File: src/rtl/uop_dispatch_router.sv
// In-order 2-wide decode->RS dispatch queue; routes each uop by its one-hot rs_mask.
// Optional feature macro DISPATCH_STATS_EN adds saturating dispatch/stall counters.
package uop_dispatch_pkg;
    typedef struct packed {
        logic [4:0]  rd;
        logic [4:0]  rs1;
        logic [4:0]  rs2;
        logic [31:0] imm;
        logic        src_b;
        logic [3:0]  alu_ctrl;
        logic [3:0]  rs_mask;
    } uop_s;
endpackage

module uop_dispatch_router
    import uop_dispatch_pkg::*;
#(
    parameter int unsigned DEPTH  = 8,
    parameter int unsigned NUM_RS = 4
) (
    input  logic                   clk,
    input  logic                   rst,
    input  logic                   flush,
    input  logic [1:0]             in_valid,
    input  uop_s [1:0]             in_uop,
    output logic                   in_ready,
    input  logic [NUM_RS-1:0]      rs_ready,
    output logic [NUM_RS-1:0]      rs_valid,
    output uop_s [NUM_RS-1:0]      rs_uop,
    output logic                   illegal_uop,
    output logic [$clog2(DEPTH):0] q_count
`ifdef DISPATCH_STATS_EN
    ,
    output logic [31:0]            stat_dispatched,
    output logic [31:0]            stat_stall
`endif
);
    localparam int unsigned PTR_W = $clog2(DEPTH);
    localparam int unsigned CNT_W = PTR_W + 1;

    uop_s             mem [DEPTH];
    logic [PTR_W-1:0] rd_ptr;
    logic [PTR_W-1:0] wr_ptr;
    logic [PTR_W-1:0] rd_ptr_p1;
    logic [PTR_W-1:0] wr_lane1;
    logic [CNT_W-1:0] count;
    logic [CNT_W-1:0] n_enq;
    logic [CNT_W-1:0] n_deq;
    uop_s             h0;
    uop_s             h1;
    logic             h0_legal;
    logic             h1_legal;
    logic             h0_go;
    logic             h1_go;
    logic             enq_fire;

    assign rd_ptr_p1 = rd_ptr + PTR_W'(1);
    assign wr_lane1  = in_valid[0] ? wr_ptr + PTR_W'(1) : wr_ptr;
    assign h0        = mem[rd_ptr];
    assign h1        = mem[rd_ptr_p1];
    assign h0_legal  = $onehot(h0.rs_mask);
    assign h1_legal  = $onehot(h1.rs_mask);

    // Registered count only, so upstream never sees a path from rs_ready.
    assign in_ready  = (count <= CNT_W'(DEPTH - 2));
    assign q_count   = count;
    assign enq_fire  = in_ready && (in_valid != 2'b00) && !flush && !rst;
    assign n_enq     = enq_fire ? (CNT_W'(in_valid[0]) + CNT_W'(in_valid[1])) : '0;
    assign n_deq     = CNT_W'(h0_go) + CNT_W'(h1_go);

    always_comb begin
        h0_go = 1'b0;
        h1_go = 1'b0;
        if (!rst && !flush && (count >= CNT_W'(1))) begin
            h0_go = !h0_legal || ((h0.rs_mask & rs_ready) != '0);
            if (h0_go && (count >= CNT_W'(2))) begin
                // A dropped h0 occupies no RS, so only a legal h0 can conflict.
                h1_go = !h1_legal ||
                        (((h1.rs_mask & rs_ready) != '0) &&
                         !(h0_legal && (h1.rs_mask == h0.rs_mask)));
            end
        end
    end

    always_comb begin
        rs_valid = '0;
        rs_uop   = '0;
        for (int i = 0; i < NUM_RS; i++) begin
            if (h0_go && h0_legal && h0.rs_mask[i]) begin
                rs_valid[i] = 1'b1;
                rs_uop[i]   = h0;
            end else if (h1_go && h1_legal && h1.rs_mask[i]) begin
                rs_valid[i] = 1'b1;
                rs_uop[i]   = h1;
            end
        end
    end

    assign illegal_uop = (h0_go && !h0_legal) || (h1_go && !h1_legal);

    always_ff @(posedge clk) begin
        if (enq_fire) begin
            if (in_valid[0]) mem[wr_ptr] <= in_uop[0];
            if (in_valid[1]) mem[wr_lane1] <= in_uop[1];
        end
    end

    always_ff @(posedge clk) begin
        if (rst || flush) begin
            count  <= '0;
            rd_ptr <= '0;
            wr_ptr <= '0;
        end else begin
            count  <= count + n_enq - n_deq;
            rd_ptr <= rd_ptr + n_deq[PTR_W-1:0];
            wr_ptr <= wr_ptr + n_enq[PTR_W-1:0];
        end
    end

`ifdef DISPATCH_STATS_EN
    logic [32:0] disp_sum;
    logic        h0_blocked;

    assign disp_sum   = {1'b0, stat_dispatched} + 33'(n_deq);
    assign h0_blocked = (count >= CNT_W'(1)) && !flush && !h0_go;

    always_ff @(posedge clk) begin
        if (rst) begin
            stat_dispatched <= '0;
            stat_stall      <= '0;
        end else begin
            stat_dispatched <= disp_sum[32] ? 32'hFFFF_FFFF : disp_sum[31:0];
            if (h0_blocked && (stat_stall != 32'hFFFF_FFFF)) begin
                stat_stall <= stat_stall + 32'd1;
            end
        end
    end
`else
    // Statistics disabled: no counters, dispatch behaviour unchanged.
`endif

endmodule
File: config.mk
export PLATFORM = sky130hd
export DESIGN_NAME = uop_dispatch_router
export DESIGN_NICKNAME = d
export VERILOG_FILES = /design/src/rtl/uop_dispatch_router.sv
export SDC_FILE = /design/constraint.sdc
export NUM_CORES = 1
export LEC_CHECK = 0
export BUFFER_PORTS_ARGS = -buffer_cell sky130_fd_sc_hd__buf_2
export CAP_MARGIN = 20
export CORE_ASPECT_RATIO = 1.2
export CORE_MARGIN = 2
export CORE_UTILIZATION = 44
export CTS_CLUSTER_SIZE = 10
export DETAILED_ROUTE_END_ITERATION = 8
export SLEW_MARGIN = 20
export SYNTH_ARGS = -nofsm -noshare
export SYNTH_HDL_FRONTEND = slang
export SYNTH_SLANG_ARGS = --single-unit
export TNS_END_PERCENT = 30
File: constraint.sdc
create_clock -name clk -period 8.45 [get_ports clk]
set_input_delay 2.1125 -clock clk [delete_from_list [all_inputs] [get_ports clk]]
set_output_delay 2.1125 -clock clk [all_outputs]
set_load 0.005 [all_outputs]
==> run_results.csv, run 1 <==
group,metric,value,unit
run_status,status,"complete, no violations",
die,die_h,294.9,um
global_route,grt_pass1_wl,153600,um
routing,vias,22902,
synth,yosys.area.top_type,"edfxtp_1",
synth,ys_warn_count,0,
finish,finalCoreUtilization,50.20,%
worst_setup_path,rr_startpoint,"rd_ptr[0]$_SDFF_PP0_",
worst_setup_path,start_kind,"register",
synth,synth.distinct_cells,57,
min_path,hold_depth,2,
synth,synth.top_cell.area_share,43.34,%
pwr,p_per_area,149.1,nW/um2
timing,fmax,0.1243,GHz
global_route,grt_use_total,28.65,%
worst_setup_path,critPathArrivalTime,5.93,ns
routing,antenna_left,0,
worst_setup_path,required,6.34,ns
timing,hold_violations,0,
timing,maxSlewHeadroom,24.26,%
routing,wire_per_inst,30.17,um
die,rows,106,
synth,netlist_area,31040,um2
worst_setup_path,r2r_cells,21,
synth,async_reset_ff_share,0,%
clock_network,h-tree-depth,2,
routing,routed_via_density,6.529,
place,dpl_worst_slack,0.6398,ns
synth,synth_mux_area_share,36.82,%
die,die_x,246.5,um
finish,nFillCells,6091,
flow_run,drv_cap,0,
routing,drt-total-wl,105800,um
synth,syn_inst,2323,
timing,fin_skew,0.01555,ns
place,portBuffers,354,
timing,min_period_over_period,95.19,%
die,io_pins,355,
synth,yosys.cell_count.top_type,"mux2_2",
die,start_util,44.49,%
worst_setup_path,reg2reg_to,"q_count[3]$_SDFF_PP0_",
synth,synth_edf_count,448,
worst_setup_path,critPathKind,"register to output pin",
die,die_area,72690,um2
clock_network,cts_setup_buffers,0,
min_path,hold_path.class,"register to register",
worst_setup_path,crit_start,"rd_ptr[0]$_SDFF_PP0_",
synth,postSynthAreaPerCell,13.36,um2
clock_network,cts_buffers,52,
timing,tightest_slew,1.136,ns
synth,ys_ff_latch,458,
global_route,grt_max_degree,112,
routing,first_pass_iters,6,
routing,route.detailed.drc,0,
worst_setup_path,critPathCapture,"rs_uop[98]",
worst_setup_path,rrSetupSlack,2.38,ns
global_route,grt_pass1_vias,23154,
die,core-area,69760,um2
clock_network,cts_num_sinks,458,
finish,synthToLayoutAreaGrowth,12.83,%
clock_network,clk-insertion-delay-late,0.60,ns
synth,synth_compound_area_share,5.994,%
place,place.gp.congestion,0.8703,
place,hpwlAfterDp,65670,um
clock_network,post_cts_resized,0,
synth,synthTopCellsByCount,"mux2_2 (570), edfxtp_1 (448), nand2_1 (241), mux4_2 (216), o31ai_1 (130)",
synth,synth_top_family_by_area,"multiplexers",
synth,synthAdderAreaFrac,1.113,%
synth,synth_ff_type,"edfxtp_1",
pwr,total_power,5.223,mW
worst_setup_path,cp_max_fo,111,
synth,synth_nets,2468,
pwr,ir_worst_vdd,0.1501,mV
timing,setup_tns,0,ns
global_route,antenna_found_initial,26,
synth,yosysSeqAreaShare,43.99,%
worst_setup_path,endpoint_kind,"output pin",
synth,synth_simple_gate_area_share,7.671,%
finish,finalInstanceArea,35020,um2
timing,rsz0062_at_grt,"no",
finish,regArea,13660,um2
clock_network,hold_buffers,0,
timing,final_max_slew_viol_count,0,
timing,final.setup.worst_slack,0.4067,ns
synth,synth_area_leaders,"edfxtp_1 (43%), mux2_2 (21%), mux4_2 (16%)",
timing,min_period,8.043,ns
finish,drive_above_1_share,50.35,%
clock_network,clock-root-buffer,"clkbuf_16",
clock_network,cts_tree,"built",
pwr,p_leak,11.39,nW
clock_network,path_clk_slew,0.06,ns
routing,drt_iter0_markers,2243,
global_route,overflow,0,
finish,multi_input_area,16380,um2
synth,yosys.area_share.xor_xnor,0.2822,%
finish,nets,2700,
place,placed_cell_area,33530,um2
clock_network,ctsLongestPathBuffers,3,
timing,finalSetupViolations,0,
## final cells by class
cell class | count | share of cell area, %
timing repair buffer | 412 | 6.538
sequential | 458 | 39.02
inverter | 20 | 0.2144
multi-input combinational | 1611 | 46.78
antenna | 12 | 0.08574
tap | 918 | 3.280
clock buffer | 72 | 3.930
clock inverter | 5 | 0.1536
## metrics by stage
stage | hold WS (ns) | std cells
2_1_floorplan | 0.6328 | 2323
3_3_place_gp | 0.6135 | 3418
3_5_place_dp | 0.6286 | 3418
4_1_cts | 0.6357 | 3495
5_1_grt | 0.6717 | 3501
6_report | 0.6301 | 3508
## layout by cell type, fill, tap and decap left out, types with 4 or more instances in the layout
cell type | Yosys | layout
mux2_1 | 4 | 4
and2_1 | 6 | 6
inv_1 | 19 | 19
nand2_1 | 241 | 241
clkbuf_1 | 88 | 20
o31ai_2 | 3 | 4
fa_1 | 6 | 6
o21ai_1 | 89 | 88
nor2_1 | 24 | 16
o21ai_0 | 8 | 8
mux4_2 | 216 | 216
dfxtp_1 | 10 | 7
nand4_1 | 96 | 96
nand3_1 | 122 | 122
o22ai_4 | 0 | 8
buf_2 | 82 | 354
diode_2 | 0 | 12
mux2_2 | 570 | 570
ha_1 | 18 | 17
mux2i_1 | 10 | 10
a21oi_1 | 8 | 7
edfxtp_1 | 448 | 448
nor2b_1 | 4 | 4
buf_12 | 0 | 6
buf_4 | 28 | 50
o31ai_1 | 130 | 129
xnor2_1 | 6 | 6
nor2_4 | 0 | 8
clkbuf_16 | 0 | 52
## where the power goes
part	switching, mW	internal [mW]	total (mW)
sequential	0.0143	2.52	2.54
clock	0.896	1.12	2.02
combinational	0.391	0.279	0.670
## flip-flops by register name, indices dropped and copies added (netlist names)
signal and flops:
rd_ptr 3, mem 448, q_count 4, wr_ptr 3
## worst max-delay path: stages, from the launching register on
cell,delay [ns]
dfxtp_4,0.68
ha_4,0.61
mux2_2,0.41
mux4_2,0.51
fa_1,0.50
ha_1,0.20
ha_1,0.29
nor3b_1,0.59
nand3_4,0.39
buf_12,0.32
o31ai_1,0.48
buf_2,0.20
## metal layers
metal	wire length [um]	GRT usage, %	up-vias	share of wire, %
li1	-	-	9766	-
met1	41890	37.00	11842	40
met2	52300	48.52	1095	49
met3	8707	6.000	173	8.2
met4	2748	8.566	26	2.6
met5	185	0	-	0.17
## cell families after synthesis
family | after synthesis
AO/OA/AOI/OAI | 269
XOR/XNOR | 10
buffers and inverters | 254
flip-flops | 458
adder cells (fa/ha/maj) | 24
AND/OR/NAND/NOR | 508
multiplexers | 800
## worst min path at each step
stage	start	to	slack (ns)
after global routing	wr_ptr[2]$_SDFF_PP0_	wr_ptr[2]$_SDFF_PP0_	0.67
final	wr_ptr[2]$_SDFF_PP0_	wr_ptr[2]$_SDFF_PP0_	0.63
after detailed placement	wr_ptr[2]$_SDFF_PP0_	wr_ptr[2]$_SDFF_PP0_	0.63
after global placement	wr_ptr[2]$_SDFF_PP0_	wr_ptr[2]$_SDFF_PP0_	0.61
after floorplan	wr_ptr[0]$_SDFF_PP0_	wr_ptr[0]$_SDFF_PP0_	0.63
after CTS	wr_ptr[2]$_SDFF_PP0_	wr_ptr[2]$_SDFF_PP0_	0.64
Note: power is estimated with default switching activity, not from simulation.
==> run 2, diff against run 1 <==
PLACE_DENSITY_LB_ADDON = 0.05   (was unset)
REMOVE_ABC_BUFFERS = 1   (was unset)
==> run 2 against run 1 <==
Against the previous run: first-iteration DRC count is 15% lower; clock skew is 0.0072 ns higher; hold slack better by 0.00050 ns; non-clock buffer count is 1 lower; via count is 2.3% lower; sequential cell count stayed put; final area is 0.14% higher; critical path depth is 4 higher; clock-buffer cell count stayed put; die area stayed put; sequential share of layout area is 0.054 points lower; global-route usage is 0.91 points lower; largest cell class unchanged; highest routed layer unchanged.
==> run_results.csv, run 2 (same netlist as run 1, synthesis figures left out) <==
group,metric,value,unit
place,portBuffers,354,
worst_setup_path,endpoint_kind,"output pin",
routing,route.detailed.drc,0,
pwr,ir_worst_vdd,0.1420,mV
place,place.gp.congestion,0.7827,
finish,instances_no_fill,3503,
worst_setup_path,start_kind,"register",
global_route,overflow,0,
timing,final_max_slew_viol_count,0,
finish,final_cell_mix,"mux2_2 (570), edfxtp_1 (448), buf_2 (354)",
timing,finalSetupViolations,0,
finish,synthToLayoutAreaGrowth,12.99,%
timing,fin_skew,0.02275,ns
place,dp.cells,3417,
timing,tightest_slew,1.137,ns
worst_setup_path,required,6.34,ns
die,rows,106,
global_route,grt_use_total,27.74,%
timing,final.setup.worst_slack,0.4158,ns
clock_network,cts_num_sinks,458,
clock_network,cts_tree,"built",
min_path,hold_path.class,"register to register",
timing,hold_violations,0,
routing,vias,22374,
min_path,min-delay-start,"wr_ptr[2]$_SDFF_PP0_",
timing,maxSlewHeadroom,24.04,%
finish,nets,2700,
routing,drt-total-wl,102400,um
worst_setup_path,crit_start,"rd_ptr[2]$_SDFF_PP0_",
die,die_area,72690,um2
worst_setup_path,cp_max_fo,40,
timing,fmax,0.1245,GHz
worst_setup_path,critPathKind,"register to output pin",
die,core-area,69760,um2
clock_network,hold_buffers,0,
global_route,grt_pass1_vias,22865,
run_status,status,"complete, no violations",
place,dpl_worst_slack,0.9691,ns
global_route,grt_pass1_wl,149800,um
die,die_x,246.5,um
pwr,p_per_area,149.8,nW/um2
clock_network,ctsLongestPathBuffers,3,
pwr,p_leak,11.41,nW
finish,drive_above_1_share,50.43,%
routing,routed_via_density,6.387,
routing,wire_per_inst,29.22,um
worst_setup_path,critPathArrivalTime,5.92,ns
flow_run,drv_cap,0,
place,hpwlAfterDp,60830,um
pwr,total_power,5.253,mW
global_route,grt_max_degree,137,
global_route,antenna_found_initial,26,
routing,antenna_left,0,
worst_setup_path,rr_startpoint,"rd_ptr[0]$_SDFF_PP0_",
timing,min_period_over_period,95.08,%
clock_network,h-tree-depth,2,
die,start_util,44.49,%
routing,first_pass_iters,6,
finish,max_flop_register,"mem",
clock_network,clk-insertion-delay-late,0.60,ns
clock_network,cts_buffers,53,
finish,largest_reg_flops,448,
timing,min_period,8.034,ns
timing,rsz0062_at_grt,"no",
die,io_pins,355,
timing,setup_tns,0,ns
die,die_h,294.9,um
clock_network,path_clk_slew,0.06,ns
finish,mostFrequentLayoutCell,"mux2_2",
routing,drt_iter0_markers,1902,
clock_network,clock-root-buffer,"clkbuf_16",
run 2: worst paths after layout:
kind / to / slack, ns / depth (start not counted)
max: rs_uop[201] / 0.42 / 15
min: wr_ptr[2]$_SDFF_PP0_ / 0.63 / 2
max reg2reg: q_count[3]$_SDFF_PP0_ / 2.35 / 16
min reg2reg: wr_ptr[2]$_SDFF_PP0_ / 0.63 / 2
run 2: repair_timing:
item                                    in CTS  in global routing
setup buffers                                0                  1
resized for setup                            0                  0
endpoints found under the setup margin       0                  8
run 2: worst max-delay path, cell delays in order (launching register included):
cell and delay (ns):
dfxtp_4 0.89, nor2b_1 0.10, a22oi_1 0.48, nand2_1 0.23, inv_1 0.20, fa_1 0.43, ha_1 0.20, ha_1 0.28
nand2b_1 0.15, nor2_1 0.37, nand2_1 0.34, a311o_2 0.81, buf_4 0.43, nand4_1 0.15, o21ai_1 0.10, buf_2 0.17
run 2: cell type report:
cell class	instances	area (um2)
diodes	11	27.53
clock buffers	72	1439
clock inverters	2	25.02
fillers	6129	34690
inverters	20	75.07
multi-input cells	1611	16380
flip-flops and latches	458	13660
well taps	918	1149
repair buffers	411	2312
run 2: metal layers:
metal	global-route usage [%]	share of wire (%)	vias up
li1	-	-	9765
met1	37.19	42	11550
met2	47.12	50	857
met3	4.412	6.2	174
met4	6.950	2.0	28
met5	0	0.18	-
run 2: metrics by stage:
step / instance area, um2 / utilization (%) / hold slack [ns]
after floorplan: 29830 / - / 0.5747
after global placement: 33540 / 48.08 / 0.6098
after detailed placement: 33560 / 48.10 / 0.6171
after CTS: 35020 / 50.20 / 0.6276
after global routing: 35060 / 50.26 / 0.6676
final: 35070 / 50.27 / 0.6306
run 2: power breakdown:
part / internal [mW] / switching, mW
clock network: 1.17 / 0.898
registers: 2.52 / 0.0141
logic: 0.280 / 0.374
total: 3.97 / 1.29
==> run 3, diff against run 2 <==
--- a/config.mk
+++ b/config.mk
@@ -6,4 +6,5 @@
 export NUM_CORES = 1
 export LEC_CHECK = 0
+export ABC_AREA = 1
 export BUFFER_PORTS_ARGS = -buffer_cell sky130_fd_sc_hd__buf_2
 export CAP_MARGIN = 20
==> constraint.sdc (replaced) <==
create_clock -name clk -period 8.45 [get_ports clk]
set_input_delay 2.1125 -clock clk [delete_from_list [all_inputs] [get_ports clk]]
set_output_delay 2.1125 -clock clk [all_outputs]
set_load 0.01 [all_outputs]
==> run 3 against run 2 <==
Against the previous run: core utilization decreased by 1.0 points; critical endpoint is now rs_uop[102]; wire length is 11% higher; sequential power hardly changed; die area shrank 1.2%; critical path type unchanged.
==> run_results.csv, run 3 <==
group,metric,value,unit
finish,max_flop_register,"mem",
finish,nets,4389,
finish,synthToLayoutAreaGrowth,11.42,%
synth,synth_edf_count,448,
pwr,ir_worst_vdd,0.1232,mV
clock_network,clock-root-buffer,"clkbuf_16",
worst_setup_path,start_kind,"register",
clock_network,post_cts_resized,0,
synth,ys_ff_latch,458,
die,rows,106,
die,start_util,44.21,%
timing,maxSlewHeadroom,25.03,%
clock_network,ctsLongestPathBuffers,3,
finish,final_cell_mix,"nand2_1 (1176), o21ai_0 (867), edfxtp_1 (448)",
pwr,p_per_area,154.7,nW/um2
synth,netlist_area,30670,um2
synth,ys_warn_count,0,
routing,route.detailed.drc,0,
worst_setup_path,required,6.34,ns
synth,postSynthAreaPerCell,7.316,um2
timing,finalSetupViolations,0,
synth,yosys.cell_count.top_type,"nand2_1",
synth,yosysSeqAreaShare,44.52,%
finish,drive_above_1_share,11.96,%
timing,rsz0062_at_grt,"no",
clock_network,hold_buffers,0,
die,io_pins,355,
clock_network,cts_num_sinks,458,
clock_network,cts_buffers,53,
clock_network,h-tree-depth,2,
pwr,p_leak,14.98,nW
global_route,grt_pass1_vias,27646,
clock_network,cts_tree,"built",
finish,largest_reg_flops,448,
worst_setup_path,critPathKind,"register to output pin",
routing,wire_per_inst,21.97,um
worst_setup_path,endpoint_kind,"output pin",
die,die_h,293.2,um
timing,tightest_slew,1.124,ns
run_status,status,"complete, no violations",
routing,drt-total-wl,114000,um
global_route,antenna_found_initial,13,
clock_network,cts_setup_buffers,0,
synth,synth_area_leaders,"edfxtp_1 (44%), nand2_1 (15%), o21ai_0 (14%)",
timing,final.setup.worst_slack,0.2889,ns
place,placed_cell_area,32650,um2
clock_network,path_clk_slew,0.06,ns
die,core-area,69360,um2
die,die_x,245,um
timing,min_period,8.161,ns
min_path,hold_depth,2,
finish,mostFrequentLayoutCell,"nand2_1",
timing,fin_skew,0.01456,ns
routing,drt_iter0_markers,2639,
routing,vias,30170,
min_path,hold_path.class,"register to register",
worst_setup_path,r2r_cells,22,
routing,first_pass_iters,6,
flow_run,drv_cap,0,
clock_network,clk-insertion-delay-late,0.61,ns
global_route,grt_use_total,31.02,%
synth,synth_ff_type,"edfxtp_1",
synth,synth.distinct_cells,29,
synth,syn_inst,4192,
finish,finalInstanceArea,34170,um2
global_route,overflow,0,
place,dpl_worst_slack,0.8998,ns
global_route,grt_pass1_wl,169300,um
die,die_area,71830,um2
synth,async_reset_ff_share,0,%
routing,antenna_left,0,
place,portBuffers,354,
timing,hold_violations,0,
timing,final_max_slew_viol_count,0,
synth,synth.top_cell.area_share,43.87,%
timing,holdWs,0.6160,ns
worst_setup_path,critPathArrivalTime,6.05,ns
synth,synthTopCellsByCount,"nand2_1 (1187), o21ai_0 (875), edfxtp_1 (448), inv_1 (279), clkbuf_1 (274)",
timing,min_period_over_period,96.58,%
global_route,grt_max_degree,255,
worst_setup_path,cp_max_fo,57,
timing,fmax,0.1225,GHz
synth,yosys.area.top_type,"edfxtp_1",
routing,routed_via_density,5.815,
place,hpwlAfterDp,64470,um
place,place.gp.congestion,0.8220,
[run 3: critical path, stage by stage, from the launching register on]
cell and delay [ns]:
dfxtp_4 0.68, clkinv_2 0.56, nand3_1 0.23, nand2_1 0.09, nand2_1 0.08, nand2_1 0.37
fa_1 0.61, ha_1 0.20, ha_1 0.29, nor3_1 0.44, o21ai_1 0.12, inv_1 0.08
nand2_1 0.10, nand2_1 0.13, nor2_2 0.11, nand2_4 0.07, buf_4 0.79, nand4_1 0.22
nand2_1 0.11, buf_2 0.13
[run 3: per-layer routing]
metal / wire [um] / global-route usage, % / vias up
met1: 47630 / 41.45 / 14167
met3: 9103 / 4.704 / 201
met2: 53620 / 51.08 / 1298
met5: 79 / 0 / -
li1: - / - / 14490
met4: 3529 / 11.20 / 14
[run 3: worst paths after layout]
check / from / to / slack, ns
setup reg to reg: rd_ptr[1]$_SDFF_PP0_ / q_count[3]$_SDFF_PP0_ / 2.54
setup / recovery: rd_ptr[1]$_SDFF_PP0_ / rs_uop[102] / 0.29
hold reg to reg: wr_ptr[2]$_SDFF_PP0_ / wr_ptr[2]$_SDFF_PP0_ / 0.62
hold / removal: wr_ptr[2]$_SDFF_PP0_ / wr_ptr[2]$_SDFF_PP0_ / 0.62
[run 3: through the flow]
step                      setup TNS [ns]  cells  power [mW]  util (%)
after floorplan                 -4063.97   3776       2.985         -
final                                  0   5188       5.286     49.26
after global routing                   0   5188       5.471     49.26
after detailed placement               0   5107       3.215     47.07
after CTS                              0   5183       5.300     49.22
after global placement                 0   5107       3.210     47.07
[run 3: final cells by class]
class / instances / area [um2]
inverter: 287 / 1094
clock buffer: 72 / 1440
timing repair buffer: 413 / 2313
clock inverter: 4 / 50.05
fill: 6889 / 35200
antenna: 5 / 12.51
multi-input combinational: 3031 / 14450
tap: 918 / 1149
sequential: 458 / 13660
[run 3: cells by family after synthesis]
logic type	Yosys count	synth area share, %
xor gates and xnor gates	4	0.1143
AOI/OAI and AO/OA	1306	22.21
adders and majority gates	24	1.126
and+or+nand+nor	1697	22.86
buffers and inverters	703	9.172
DFF	458	44.52
[run 3: where the power goes]
group          internal [mW]  leakage (nW)  switching (mW)
logic                  0.179          10.1           0.469
registers               2.52          4.12          0.0114
clock network           1.20         0.718           0.907
